### src/rtl/music_pkg.sv
// Shared types and constants for the melody playback path.
// Used by note_player and its tone oscillator.
package music_pkg;

  typedef enum logic [2:0] {
    IDLE    = 3'd0,
    LOAD    = 3'd1,
    PLAY    = 3'd2,
    GAP     = 3'd3,
    ADVANCE = 3'd4
  } state_e;

  localparam int LOAD_CYCLES = 3;
  localparam int NOTE_AW     = 4;

endpackage

### src/rtl/note_player_if.sv
// Audio sample stream toward the codec.
// master = note_player, slave = codec side.
interface note_player_if;

  logic [31:0] sample;
  logic        sample_valid;
  logic        audio_ready;

  modport master (
    output sample,
    output sample_valid,
    input  audio_ready
  );

  modport slave (
    input  sample,
    input  sample_valid,
    output audio_ready
  );

endinterface

### src/rtl/note_player_square_osc.sv
// Square-wave oscillator: phase counter, polarity, sample mux.
// hp = 0 silences the output and freezes the phase.
module square_osc
  import music_pkg::*;
#(
  parameter logic [31:0] AMPLITUDE = 32'd10_000_000
) (
  input  logic        clk,
  input  logic        reset,
  input  logic        clear,
  input  logic [31:0] hp,
  output logic [31:0] sample
);

  logic [31:0] phase;
  logic        pol;

  // >= rather than == so a smaller hp never lets phase run away
  always_ff @(posedge clk) begin
    if (reset || clear) begin
      phase <= '0;
      pol   <= 1'b0;
    end else if (hp != '0) begin
      if (phase >= hp - 32'd1) begin
        phase <= '0;
        pol   <= ~pol;
      end else begin
        phase <= phase + 32'd1;
      end
    end
  end

  always_comb begin
    sample = '0;
    if (hp != '0)
      sample = pol ? AMPLITUDE : (~AMPLITUDE + 32'd1);
  end

endmodule

### src/rtl/note_player.sv
// Melody sequencer + square-wave tone source feeding the codec.
// Define NOTE_PLAYER_GAP_EN to insert silent GAP_CYCLES between notes.
module note_player
  import music_pkg::*;
#(
  parameter int NUM_NOTES   = 16,
  parameter int NOTE_CYCLES = 25_000_000,
  parameter int GAP_CYCLES  = 2_500_000,
  parameter int AMPLITUDE   = 10_000_000
) (
  input  logic               clk,
  input  logic               reset,
  input  logic               start,
  input  logic               stop,
  input  logic [31:0]        half_period,
  note_player_if.master      aud,
  output logic [NOTE_AW-1:0] note_counter,
  output logic               next_note_en,
  output logic               busy,
  output logic               done
);

  localparam int TW = $clog2(NOTE_CYCLES + GAP_CYCLES + 1);

  localparam logic [TW-1:0] T_LATCH = TW'(LOAD_CYCLES - 1);
  // timer spans LOAD entry through ADVANCE, so PLAY ends 2 early
  localparam logic [TW-1:0] T_PLAY_END = TW'(NOTE_CYCLES - 2);
`ifdef NOTE_PLAYER_GAP_EN
  localparam logic [TW-1:0] T_GAP_END =
    TW'(NOTE_CYCLES + GAP_CYCLES - 2);
`endif
  localparam logic [NOTE_AW-1:0] LAST =
    NOTE_AW'(NUM_NOTES - 1);

  state_e        state;
  logic [TW-1:0] timer;
  logic [31:0]   hp_q;
  logic [31:0]   osc_hp;
  logic          osc_clear;
  logic          unused_ready;

  assign busy             = (state != IDLE);
  assign aud.sample_valid = busy;
  assign osc_hp           = (state == PLAY) ? hp_q : '0;
  assign osc_clear        = (state == LOAD);
  assign unused_ready     = aud.audio_ready;

  always_ff @(posedge clk) begin
    if (reset) begin
      state        <= IDLE;
      timer        <= '0;
      hp_q         <= '0;
      note_counter <= '0;
      next_note_en <= 1'b0;
      done         <= 1'b0;
    end else begin
      next_note_en <= 1'b0;
      done         <= 1'b0;
      if (stop) begin
        state        <= IDLE;
        timer        <= '0;
        note_counter <= '0;
      end else begin
        unique case (state)
          IDLE: begin
            if (start) begin
              state        <= LOAD;
              timer        <= '0;
              note_counter <= '0;
              next_note_en <= 1'b1;
            end
          end
          LOAD: begin
            timer <= timer + 1'b1;
            if (timer == T_LATCH) begin
              hp_q  <= half_period;
              state <= PLAY;
            end
          end
          PLAY: begin
            timer <= timer + 1'b1;
            if (timer == T_PLAY_END)
`ifdef NOTE_PLAYER_GAP_EN
              state <= GAP;
`else
              state <= ADVANCE;
`endif
          end
`ifdef NOTE_PLAYER_GAP_EN
          GAP: begin
            timer <= timer + 1'b1;
            if (timer == T_GAP_END)
              state <= ADVANCE;
          end
`endif
          ADVANCE: begin
            timer <= '0;
            if (note_counter == LAST) begin
              done         <= 1'b1;
              note_counter <= '0;
              state        <= IDLE;
            end else begin
              note_counter <= note_counter + 1'b1;
              next_note_en <= 1'b1;
              state        <= LOAD;
            end
          end
          default: state <= IDLE;
        endcase
      end
    end
  end

  square_osc #(
    .AMPLITUDE (32'(AMPLITUDE))
  ) u_osc (
    .clk    (clk),
    .reset  (reset),
    .clear  (osc_clear),
    .hp     (osc_hp),
    .sample (aud.sample)
  );

endmodule

### src/flat_wrapper.sv
// flat-port wrapper written by rule: the top's interface ports become plain ports
module note_player_flat import music_pkg::*;
#(
  parameter int NUM_NOTES   = 16,
  parameter int NOTE_CYCLES = 25_000_000,
  parameter int GAP_CYCLES  = 2_500_000,
  parameter int AMPLITUDE   = 10_000_000
)
  (clk, reset, start, stop, half_period, note_counter, next_note_en, busy, done, aud_sample, aud_sample_valid, aud_audio_ready);
  note_player_if aud_i ();
  input  logic clk;
  input  logic reset;
  input  logic start;
  input  logic stop;
  input  logic [31:0] half_period;
  output logic [NOTE_AW-1:0] note_counter;
  output logic next_note_en;
  output logic busy;
  output logic done;
  output wire logic [$bits(aud_i.sample)-1:0] aud_sample;
  output wire logic [$bits(aud_i.sample_valid)-1:0] aud_sample_valid;
  input wire logic [$bits(aud_i.audio_ready)-1:0] aud_audio_ready;
  assign aud_sample = aud_i.sample;
  assign aud_sample_valid = aud_i.sample_valid;
  assign aud_i.audio_ready = aud_audio_ready;
  note_player #(.NUM_NOTES(NUM_NOTES), .NOTE_CYCLES(NOTE_CYCLES), .GAP_CYCLES(GAP_CYCLES), .AMPLITUDE(AMPLITUDE)) u_core (.clk(clk), .reset(reset), .start(start), .stop(stop), .half_period(half_period), .aud(aud_i), .note_counter(note_counter), .next_note_en(next_note_en), .busy(busy), .done(done));
endmodule
### config.mk
export PLATFORM = sky130hd
export DESIGN_NAME = note_player_flat
export DESIGN_NICKNAME = d
export VERILOG_FILES = /design/src/rtl/music_pkg.sv /design/src/rtl/note_player_if.sv /design/src/rtl/note_player_square_osc.sv /design/src/rtl/note_player.sv /design/src/flat_wrapper.sv
export SDC_FILE = /design/constraint.sdc
export NUM_CORES = 1
export LEC_CHECK = 0
export ABC_AREA = 1
export BUFFER_PORTS_ARGS = -buffer_cell sky130_fd_sc_hd__buf_2
export CORE_MARGIN = 5
export CORE_UTILIZATION = 50
export CTS_CLUSTER_DIAMETER = 120
export CTS_CLUSTER_SIZE = 25
export DETAILED_ROUTE_END_ITERATION = 8
export PLACE_DENSITY_LB_ADDON = 0.12
export SLEW_MARGIN = 20
export SYNTH_ARGS = -nofsm -noshare
export SYNTH_HDL_FRONTEND = slang
export SYNTH_SLANG_ARGS = --single-unit
### constraint.sdc
create_clock -name clk -period 3.4 [get_ports clk]
set_input_delay 0.51 -clock clk [delete_from_list [all_inputs] [get_ports clk]]
set_output_delay 0.51 -clock clk [all_outputs]
set_load 0.01 [all_outputs]
==> flow_summary.json, run 1 <==
{
  "outcome": "finished clean",
  "drive_above_1_share_pct": 22.7,
  "synth_seq_area_share_pct": 28.2,
  "core_area_sq_um": 13800,
  "cts_root_cell": "clkbuf_16",
  "route.detailed.drc": 0,
  "cts_htree_levels": 3,
  "yosys_warnings": 0,
  "ys_seq_elements": 99,
  "cap_violations": 0,
  "grt_first_pass_wirelength_um": 27400,
  "floorplan.rows": 43,
  "post_dr_vias_cell": 5.02,
  "number_of_enable_type_register_cells_in_the_synthesized_netlist": 0,
  "tritoncts": "yes",
  "totalNegativeSetupSlack_ns": 0,
  "report.power.total_mw": 2.27,
  "timing_max_transition_violations_final": 0,
  "synthesis.instances": 1051,
  "area_growth_from_synthesis_to_layout_pct": 18.3,
  "diodes": 0,
  "grt_setup_unrepaired": "yes",
  "clkTransAtPathRegs_ns": 0.08,
  "synth-main-ff-cell": "dfxtp_1",
  "pin_count_of_the_biggest_net_entering_global_routing": 54,
  "post-synth-top-count-cell": "nand2_1",
  "final-setup-viol-count": 0,
  "grt_antenna_before_repair": 0,
  "first_global_vias": 5883,
  "die_area_sq_um": 16500,
  "timing.slew.headroom_pct": 30.5,
  "worst-setup-path-type": "flip-flop to flip-flop",
  "overflow": 0,
  "number_of_top_level_design_ports": 77,
  "via_count": 6662,
  "globalRouteTotalUtil_pct": 20.0,
  "yosys-top-cells-count": "nand2_1, nor2_1, inv_1",
  "timing.hold.ws_ns": 0.426,
  "initialDrtViolationCount": 335,
  "initial_utilization_pct": 50.8,
  "critPathSlowestCell": "dfxtp_2",
  "die-height_um": 129,
  "finalCriticalPeriod_ns": 3.32,
  "total_wirelength_um": 17200,
  "synth.top_cell.area_share_pct": 28.2,
  "timing.critical_path.arrival_ns": 3.56,
  "dpl.hpwl_um": 12400,
  "fin_crit_sh_pct": 97.6,
  "clkSinkCount": 99,
  "route.antenna.remaining_nets": 0,
  "worst_pin_slew_ns": 1.04,
  "finalInstanceArea_sq_um": 8310,
  "pwr_density_cell_nw_per_um2": 273,
  "clockBufferDepth": 2,
  "post_synth_instance_area_sq_um": 7030,
  "max_clock_freq_ghz": 0.301,
  "startpoint_type": "flip-flop",
  "finish.net_count": 1218,
  "hp_class": "primary input to flip-flop",
  "post_dp_cell_area_sq_um": 7580,
  "worstSkewPairLatency_ns": 0.36,
  "dr.pass1.iters": 5,
  "synth_largest_area_cell": "dfxtp_1",
  "cell_types_with_the_largest_area_share_after_synthesis": "dfxtp_1, nand2_1, nor2_1",
  "instances_no_fill": 1328,
  "final-hold-violation-count": 0,
  "die_w_um": 129,
  "critPathRequiredTime_ns": 3.65,
  "ys_async_sr_fraction_pct": 0,
  "post_synth.cell_area_avg_sq_um": 6.69,
  "place.port_buffers": 68,
  "num-fill-cells": 1336,
  "final.setup_skew_ns": 0.00933,
  "numCtsBuffers": 9,
  "cpPeakStageDelay_ns": 0.34,
  "gpl.final_weighted_congestion": 0.833,
  "critPathCaptureType": "flip-flop",
  "netlist-cell-type-count": 46,
  "worst_ir_drop_on_vdd_uv": 317,
  "cp_max_fo": 7,
  "dp_cells": 1295,
  "r2r_slack_ns": 0.08,
  "wl_per_cell_um": 12.9,
  "power_leakage_nw": 3.69
}
[metal layers]
layer	part of all wire, %	GRT usage, %
met1	53	30.8
met2	42	29.2
met3	4.4	3.15
met4	1.1	4.88
met5	0	0
[per-stage QoR]
step                worst slack (ns)  utilization (%)
floorplan                      0.112                -
global placement              0.0184             54.8
detailed placement          -0.00286             54.8
CTS                           0.0349             56.9
global route                  -0.112             60.1
finish                        0.0805             60.1
[state kept, by name, summed over array words and instances, names as in the netlist]
| register | flops |
|---|---|
| u_core.u_osc.pol | 1 |
| u_core.timer | 25 |
| u_core.done | 1 |
| u_core.state | 3 |
| u_core.u_osc.phase | 32 |
| u_core.hp_q | 32 |
| u_core.next_note_en | 1 |
| u_core.note_counter | 4 |
[cell families (layout without fill, tap and decap cells)]
| family | count (synthesis) | after routing | synth area share (%) |
|---|---|---|---|
| buffers and inverters | 193 | 284 | 13.6 |
| DFF | 99 | 99 | 28.2 |
| adders and majority gates | 38 | 38 | 6.76 |
| AOI/OAI and AO/OA | 142 | 142 | 11.9 |
| xor gates and xnor gates | 39 | 39 | 4.86 |
| other | 1 | 7 | 0.0533 |
| and+or+nand+nor | 539 | 539 | 34.6 |
[layout by cell type, fill, tap and decap left out, types with 2 or more instances in the layout]
cell type,n
nor2_1,137
inv_2,5
o21a_1,4
nor2_2,26
buf_4,53
nand2_4,8
nand3_2,3
nand2_1,181
buf_6,6
dfxtp_2,3
xor2_1,33
inv_1,128
o21ai_0,10
a21oi_1,90
ha_1,37
buf_2,68
buf_12,3
nor3_1,54
nor2_4,8
a21oi_2,20
xnor2_1,4
nand4_1,20
conb_1,7
nand3_1,56
o21ai_1,4
nor4_1,3
a21oi_4,4
a211oi_1,2
a21o_1,2
nor3_2,4
buf_8,2
dfxtp_1,96
inv_6,5
nand2_2,20
clkbuf_16,12
nand3b_1,9
[final timing paths]
| check | from | end | depth (start not counted) |
|---|---|---|---|
| worst max-delay path | u_core.state[2]$_SDFFE_PP0P_ | u_core.u_osc.phase[20]$_SDFFE_PP0N_ | 25 |
| worst min-delay path | half_period[3] | u_core.hp_q[3]$_SDFFE_PP0P_ | 3 |
| worst max register to register | u_core.state[2]$_SDFFE_PP0P_ | u_core.u_osc.phase[20]$_SDFFE_PP0N_ | 25 |
| worst min register to register | u_core.note_counter[3]$_SDFFE_PP0P_ | u_core.note_counter[3]$_SDFFE_PP0P_ | 1 |
[report_power, final]
group / leakage (nW) / total (mW) / switching [mW] / internal (mW)
clock: 0.138 / 1.00 / 0.494 / 0.509
combinational: 2.75 / 0.110 / 0.0691 / 0.0406
sequential: 0.799 / 1.16 / 0.000952 / 1.16
[cell type report]
cell class	count	area, sq um	area share [%]
Clock buffer	9	225	2.71
Clock inverter	7	56.3	0.677
Inverter	133	499	6.00
Multi-Input combinational cell	765	4350	52.3
Sequential cell	99	1990	23.9
Tap cell	180	225	2.71
Timing Repair Buffer	135	971	11.7
[what timing repair did]
action	in CTS	in global routing
endpoints found under the setup margin	28	50
pin swaps	0	28
buffers inserted	0	13
hold buffers	0	0
cloned	0	4
endpoints found under the hold margin	0	0
resized for setup	2	70
[worst max-delay path, delay by kind of cell (launching register included)]
kind,cells,cell delay [ns]
adder cells (fa/ha/maj),1,0.29
buffers and inverters,7,0.86
AND/OR/NAND/NOR,14,1.49
AO/OA/AOI/OAI,2,0.06
flip-flops,1,0.34
XOR/XNOR,1,0.16
(Power assumes the default switching activity.)
==> inputs of run 2 (changes only) <==
Settings changed: ABC_AREA 1 to 0.
==> run 2 against run 1 <==
Net effect: the flow now finishes with violations (negative setup slack); non-clock buffer count grew 11; register-to-register slack lost 0.70 ns; critical path depth is 10 lower; synthesized area fell by 10%; count of clock-buffer cells in the layout is the same; global-route usage rose by 2.1 points; clock skew is 0.00099 ns lower; design area fell by 7.6%; clock power up 8%; critical path type unchanged; largest power group unchanged; highest routed layer unchanged.
==> flow_summary.json, run 2 <==
{
  "gpl.final_weighted_congestion": 0.899,
  "swShare_pct": 21.6,
  "yosys.area_share.xor_xnor_pct": 6.94,
  "pwr-share-seq_pct": 49.9,
  "post_synth.cell_area_avg_sq_um": 8.11,
  "postLayoutSetupSlackWorst_ns": -0.617,
  "cts_htree_levels": 3,
  "synth_compound_gate_area_share_pct": 11.0,
  "synthAdderAreaFrac_pct": 7.54,
  "route.detailed.drc": 0,
  "yosys_warnings": 0,
  "final-hold-violation-count": 0,
  "synth-main-ff-cell": "dfxtp_1",
  "first_global_vias": 5350,
  "power_leakage_nw": 3.10,
  "grt_antenna_before_repair": 0,
  "via_count": 5918,
  "dp_cells": 1025,
  "leading_cell_types_in_the_layout_fill_and_taps_excluded": "nor2_1, dfxtp_1, buf_4",
  "worst_pin_slew_ns": 0.626,
  "most_common_library_cell_in_the_layout_ignoring_fill_and_taps": "nor2_1",
  "pin_count_of_the_biggest_net_entering_global_routing": 36,
  "report.power.total_mw": 2.33,
  "totalNegativeSetupSlack_ns": -17.44,
  "critPathCaptureType": "flip-flop",
  "path_cells": "or4_4, or4_4, nor4b_4, buf_4, nand2b_4, xnor2_2, nor2_1, ha_1, nand4_1, nor4_2, and3_1, a22oi_2, a21oi_4, buf_6, mux2_4",
  "final-setup-viol-count": 33,
  "clkSinkCount": 99,
  "startpoint_type": "flip-flop",
  "core_area_sq_um": 12500,
  "post_synth_mux_area_share_pct": 5.95,
  "timing.slew.headroom_pct": 58.2,
  "die_area_sq_um": 15000,
  "synthesis.instances": 778,
  "post_dp_cell_area_sq_um": 7080,
  "post-route-util_pct": 61.4,
  "grt_setup_unrepaired": "yes",
  "initialDrtViolationCount": 515,
  "post_synth_and_or_nand_nor_area_fraction_pct": 30.3,
  "cts_root_cell": "clkbuf_16",
  "cell_types_with_the_largest_area_share_after_synthesis": "dfxtp_1, ha_1, nor2_1",
  "critPathSlowestCell": "or4_4",
  "numCtsBuffers": 9,
  "post_dr_vias_cell": 5.65,
  "dr.pass1.iters": 5,
  "multi_input_comb_area_sq_um": 4170,
  "die_w_um": 122,
  "timing.critical_path.arrival_ns": 4.26,
  "worst-setup-path-type": "flip-flop to flip-flop",
  "finalInstanceArea_sq_um": 7690,
  "num-fill-cells": 1172,
  "tritoncts": "yes",
  "violations": "negative setup slack",
  "initial_utilization_pct": 50.4,
  "globalRouteTotalUtil_pct": 22.1,
  "holdBufCountCts": 0,
  "netlist-cell-type-count": 66,
  "diodes": 0,
  "critPathRequiredTime_ns": 3.65,
  "synth_seq_area_share_pct": 31.4,
  "instances_no_fill": 1048,
  "combPwrFrac_pct": 3.5,
  "final.setup_skew_ns": 0.00834,
  "synth_top_family_by_area": "simple AND/OR/NAND/NOR gates",
  "ys_async_sr_fraction_pct": 0,
  "clockBufferDepth": 2,
  "ys_seq_elements": 99,
  "cp_max_fo": 4,
  "cap_violations": 0,
  "synth_largest_area_cell": "dfxtp_1",
  "clkTransAtPathRegs_ns": 0.07,
  "overflow": 0,
  "max_clock_freq_ghz": 0.249,
  "area_growth_from_synthesis_to_layout_pct": 21.8,
  "post-synth-top-count-cell": "nor2_1",
  "finish.net_count": 948,
  "worst_ir_drop_on_vdd_uv": 278,
  "internal_pwr_total_mw": 1.82,
  "grt_first_pass_wirelength_um": 26500,
  "cpPeakStageDelay_ns": 0.61,
  "route.antenna.remaining_nets": 0,
  "dpl.hpwl_um": 12300,
  "worstSkewPairLatency_ns": 0.36,
  "fin_crit_sh_pct": 118,
  "die-height_um": 122,
  "pwr_density_cell_nw_per_um2": 303,
  "critical-path-top-cell-by-count": "or4_4",
  "drive_above_1_share_pct": 25.1,
  "total_wirelength_um": 16300,
  "layout.area.seq_sq_um": 1980,
  "outcome": "finished with violations",
  "clockPowerShare_pct": 46.6,
  "place.port_buffers": 68,
  "floorplan.rows": 41,
  "yosys-top-cells-count": "nor2_1, dfxtp_1, nand2_1, nor3_1, ha_1",
  "hp_class": "primary input to flip-flop",
  "wl_per_cell_um": 15.6,
  "timing_max_transition_violations_final": 0,
  "post_synth_instance_area_sq_um": 6310,
  "finalCriticalPeriod_ns": 4.02,
  "power.net_switching_uw": 503,
  "biggestRegsByFlops": "u_core.hp_q x32, u_core.u_osc.phase x32, u_core.timer x25",
  "number_of_enable_type_register_cells_in_the_synthesized_netlist": 0,
  "synth.top_cell.area_share_pct": 31.4,
  "number_of_top_level_design_ports": 77
}
## run 2: worst paths after layout
kind | to | slack (ns) | from | depth (start not counted)
max | u_core.u_osc.pol$_SDFFE_PP0P_ | -0.62 | u_core.hp_q[3]$_SDFFE_PP0P_ | 15
min | u_core.hp_q[25]$_SDFFE_PP0P_ | 0.38 | half_period[25] | 3
max reg2reg | u_core.u_osc.pol$_SDFFE_PP0P_ | -0.62 | u_core.hp_q[3]$_SDFFE_PP0P_ | 15
min reg2reg | u_core.u_osc.phase[0]$_SDFFE_PP0N_ | 0.50 | u_core.u_osc.phase[0]$_SDFFE_PP0N_ | 2
## run 2: metrics by stage
step	hold slack, ns	worst slack (ns)
finish	0.385	-0.617
global route	0.390	-0.748
detailed placement	0.489	-0.596
global placement	0.482	-0.528
floorplan	0.466	-0.735
CTS	0.378	-0.506
## run 2: cell type report
cell class,instances,share of cell area [%]
clock buffers,9,2.93
repair buffers,146,12.6
well taps,172,2.80
inverters,11,0.537
flip-flops and latches,99,25.8
clock inverters,5,1.04
multi-input cells,606,54.3
## run 2: routing by layer
| metal | share of wire [%] | GRT usage [%] | vias to the layer above |
|---|---|---|---|
| li1 | - | - | 2976 |
| met5 | 0 | 0 | - |
| met3 | 5.3 | 4.70 | 16 |
| met1 | 50 | 33.1 | 2782 |
| met2 | 43 | 32.3 | 144 |
| met4 | 1.2 | 5.32 | 0 |
## run 2: kinds of logic after synthesis
family,Yosys count
buf+inv,79
other cells,1
flops,99
fa+ha+maj,38
compound gates,109
mux,37
simple gates,365
xor+xnor,50
## run 2: power by group through the flow
stage | logic, mW | registers, mW | clock network, mW
floorplan | 0.0490 | 1.19 | 0
global placement | 0.0770 | 1.19 | 0
detailed placement | 0.0784 | 1.19 | 0
CTS | 0.0785 | 1.16 | 1.10
global route | 0.0900 | 1.16 | 1.15
finish | 0.0815 | 1.16 | 1.08
## run 2: what timing repair did
action / in CTS / in global routing
setup buffers: 4 / 4
cloned: 1 / 1
pin swaps: 12 / 17
resized for setup: 8 / 36
endpoints found under the setup margin: 33 / 33
hold endpoints to repair: 0 / 0
## run 2: critical path: cells and delay by family (launching register included)
kind | cells | cell delay [ns]
muxes | 1 | 0.29
xor gates and xnor gates | 1 | 0.13
AOI/OAI and AO/OA | 2 | 0.27
DFF | 1 | 0.32
buffers and inverters | 2 | 0.32
and+or+nand+nor | 8 | 2.26
adders and majority gates | 1 | 0.30
==> inputs of run 3 (changes only) <==
Settings changed: REMOVE_ABC_BUFFERS from default to 1.
==> run 3 against run 2 <==
Net effect: the flow still finishes with violations (negative setup slack); combinational power down 3.3%; non-clock buffer count rose by 13; critical path depth unchanged; routed wire length increased by 2.6%; sequential power about the same; clock skew rose by 0.0012 ns; cell count is 1.4% higher; fmax up 2.3%; first-iteration DRC count is 2.9% lower; sequential share of layout area rose by 0.16 points; critical path type unchanged; critical endpoint is now u_core.u_osc.phase[30]$_SDFFE_PP0N_.
==> flow_summary.json, run 3 (synthesized netlist as in run 2, its figures left out) <==
{
  "outcome": "finished with violations",
  "violations": "negative setup slack",
  "final.setup_skew_ns": 0.00958,
  "first_global_vias": 5556,
  "layout.area.seq_sq_um": 1980,
  "die_w_um": 122,
  "numCtsBuffers": 9,
  "route.detailed.drc": 0,
  "dpl.hpwl_um": 12800,
  "multi_input_comb_area_sq_um": 4030,
  "dp_cells": 1041,
  "cp_max_fo": 11,
  "holdBufCountCts": 0,
  "grt_first_pass_wirelength_um": 27100,
  "overflow": 0,
  "via_count": 6070,
  "critPathCaptureType": "flip-flop",
  "die_area_sq_um": 15000,
  "worstSkewPairLatency_ns": 0.36,
  "clkTransAtPathRegs_ns": 0.07,
  "route.antenna.remaining_nets": 0,
  "diodes": 0,
  "gpl.final_weighted_congestion": 0.901,
  "instances_no_fill": 1063,
  "grt_antenna_before_repair": 0,
  "pwr_density_cell_nw_per_um2": 312,
  "globalRouteTotalUtil_pct": 22.5,
  "initialDrtViolationCount": 500,
  "startpoint_type": "flip-flop",
  "tritoncts": "yes",
  "finalCriticalPeriod_ns": 3.93,
  "fin_crit_sh_pct": 116,
  "grt_setup_unrepaired": "yes",
  "clockBufferDepth": 2,
  "worst-setup-path-type": "flip-flop to flip-flop",
  "final-hold-violation-count": 0,
  "max_clock_freq_ghz": 0.255,
  "final-setup-viol-count": 33,
  "critical_path.reg2reg.endpoint": "u_core.u_osc.phase[30]$_SDFFE_PP0N_",
  "floorplan.rows": 41,
  "initial_utilization_pct": 50.4,
  "cts_htree_levels": 3,
  "pin_count_of_the_biggest_net_entering_global_routing": 36,
  "leading_cell_types_in_the_layout_fill_and_taps_excluded": "nor2_1, dfxtp_1, buf_4",
  "power_leakage_nw": 3.14,
  "timing.critical_path.arrival_ns": 4.15,
  "finish.net_count": 961,
  "worst_ir_drop_on_vdd_uv": 251,
  "area_growth_from_synthesis_to_layout_pct": 21.0,
  "hp_class": "primary input to flip-flop",
  "cts_root_cell": "clkbuf_16",
  "num-fill-cells": 1171,
  "biggestRegsByFlops": "u_core.hp_q x32, u_core.u_osc.phase x32, u_core.timer x25",
  "total_wirelength_um": 16700,
  "clkSinkCount": 99,
  "critPathLaunch": "u_core.hp_q[12]$_SDFFE_PP0P_",
  "r2r_slack_ns": -0.53,
  "die-height_um": 122,
  "timing.critical_path.to": "u_core.u_osc.phase[30]$_SDFFE_PP0N_",
  "cap_violations": 0,
  "place.port_buffers": 68,
  "post-route-util_pct": 61.0,
  "drive_above_1_share_pct": 23.8,
  "timing.slew.headroom_pct": 61.1,
  "dr.pass1.iters": 5,
  "rr_worst_depth": 15,
  "r2r_start": "u_core.hp_q[12]$_SDFFE_PP0P_",
  "postLayoutSetupSlackWorst_ns": -0.528,
  "wl_per_cell_um": 15.7,
  "post_dr_vias_cell": 5.71,
  "number_of_top_level_design_ports": 77,
  "most_common_library_cell_in_the_layout_ignoring_fill_and_taps": "nor2_1",
  "holdCritStartpoint": "half_period[5]",
  "timing_max_transition_violations_final": 0,
  "worst_pin_slew_ns": 0.584,
  "critPathRequiredTime_ns": 3.62,
  "core_area_sq_um": 12500
}
[run 3: routing by layer]
metal / GRT usage (%) / share of wire (%) / up-vias
met5: 0 / 0 / -
met4: 5.39 / 0.87 / 0
met3: 4.19 / 6.0 / 10
met2: 33.4 / 44 / 199
met1: 33.5 / 50 / 2861
li1: - / - / 3000
[run 3: where the power goes]
| group | switching (mW) | internal, mW |
|---|---|---|
| clock network | 0.472 | 0.673 |
| registers | 0.000684 | 1.16 |
| logic | 0.0498 | 0.0290 |
| total | 0.522 | 1.86 |
[run 3: worst max-delay path, cell delays in order (launching register included)]
cell and delay [ns]:
dfxtp_2 0.32, or4_4 0.54, nor4_2 0.27, buf_4 0.16
a21oi_1 0.10, nor4_1 0.34, nor2_1 0.08, a311o_1 0.36
ha_1 0.31, nand4_1 0.14, nor4_2 0.32, and3_4 0.23
a22oi_2 0.08, a21oi_4 0.24, buf_4 0.23, nor3_1 0.07
[run 3: worst min path at each step]
stage | endpoint | slack [ns] | depth (start not counted)
6_report | u_core.hp_q[5]$_SDFFE_PP0P_ | 0.39 | 3
5_1_grt | u_core.hp_q[7]$_SDFFE_PP0P_ | 0.39 | 3
4_1_cts | u_core.hp_q[25]$_SDFFE_PP0P_ | 0.38 | 3
3_5_place_dp | u_core.u_osc.phase[0]$_SDFFE_PP0N_ | 0.50 | 2
3_3_place_gp | u_core.u_osc.phase[0]$_SDFFE_PP0N_ | 0.48 | 2
2_1_floorplan | u_core.u_osc.phase[1]$_SDFFE_PP0N_ | 0.47 | 2
[run 3: cell type report]
cell class / count / area share (%)
multi-input cells: 606 / 52.8
flip-flops and latches: 99 / 26.0
repair buffers: 159 / 13.6
clock buffers: 10 / 3.13
well taps: 172 / 2.82
clock inverters: 6 / 1.23
inverters: 11 / 0.541
[run 3: through the flow]
step                TNS (ns)  power (mW)  hold WS, ns  cell area, sq um  worst slack, ns
floorplan             -90.29        1.22        0.466              5940            -1.82
global placement      -15.30        1.26        0.483              7150           -0.531
detailed placement    -16.05        1.27        0.496              7150           -0.547
CTS                   -13.81        2.40        0.378              7540           -0.475
global route          -22.30        2.47        0.386              7630           -0.731
finish                -15.95        2.38        0.387              7630           -0.528
[run 3: timing repair]
item,4_1_cts,5_1_grt
buffers inserted,1,4
gates cloned,0,2
endpoints found under the setup margin,50,57
pin swaps,14,10
resized for setup,11,15
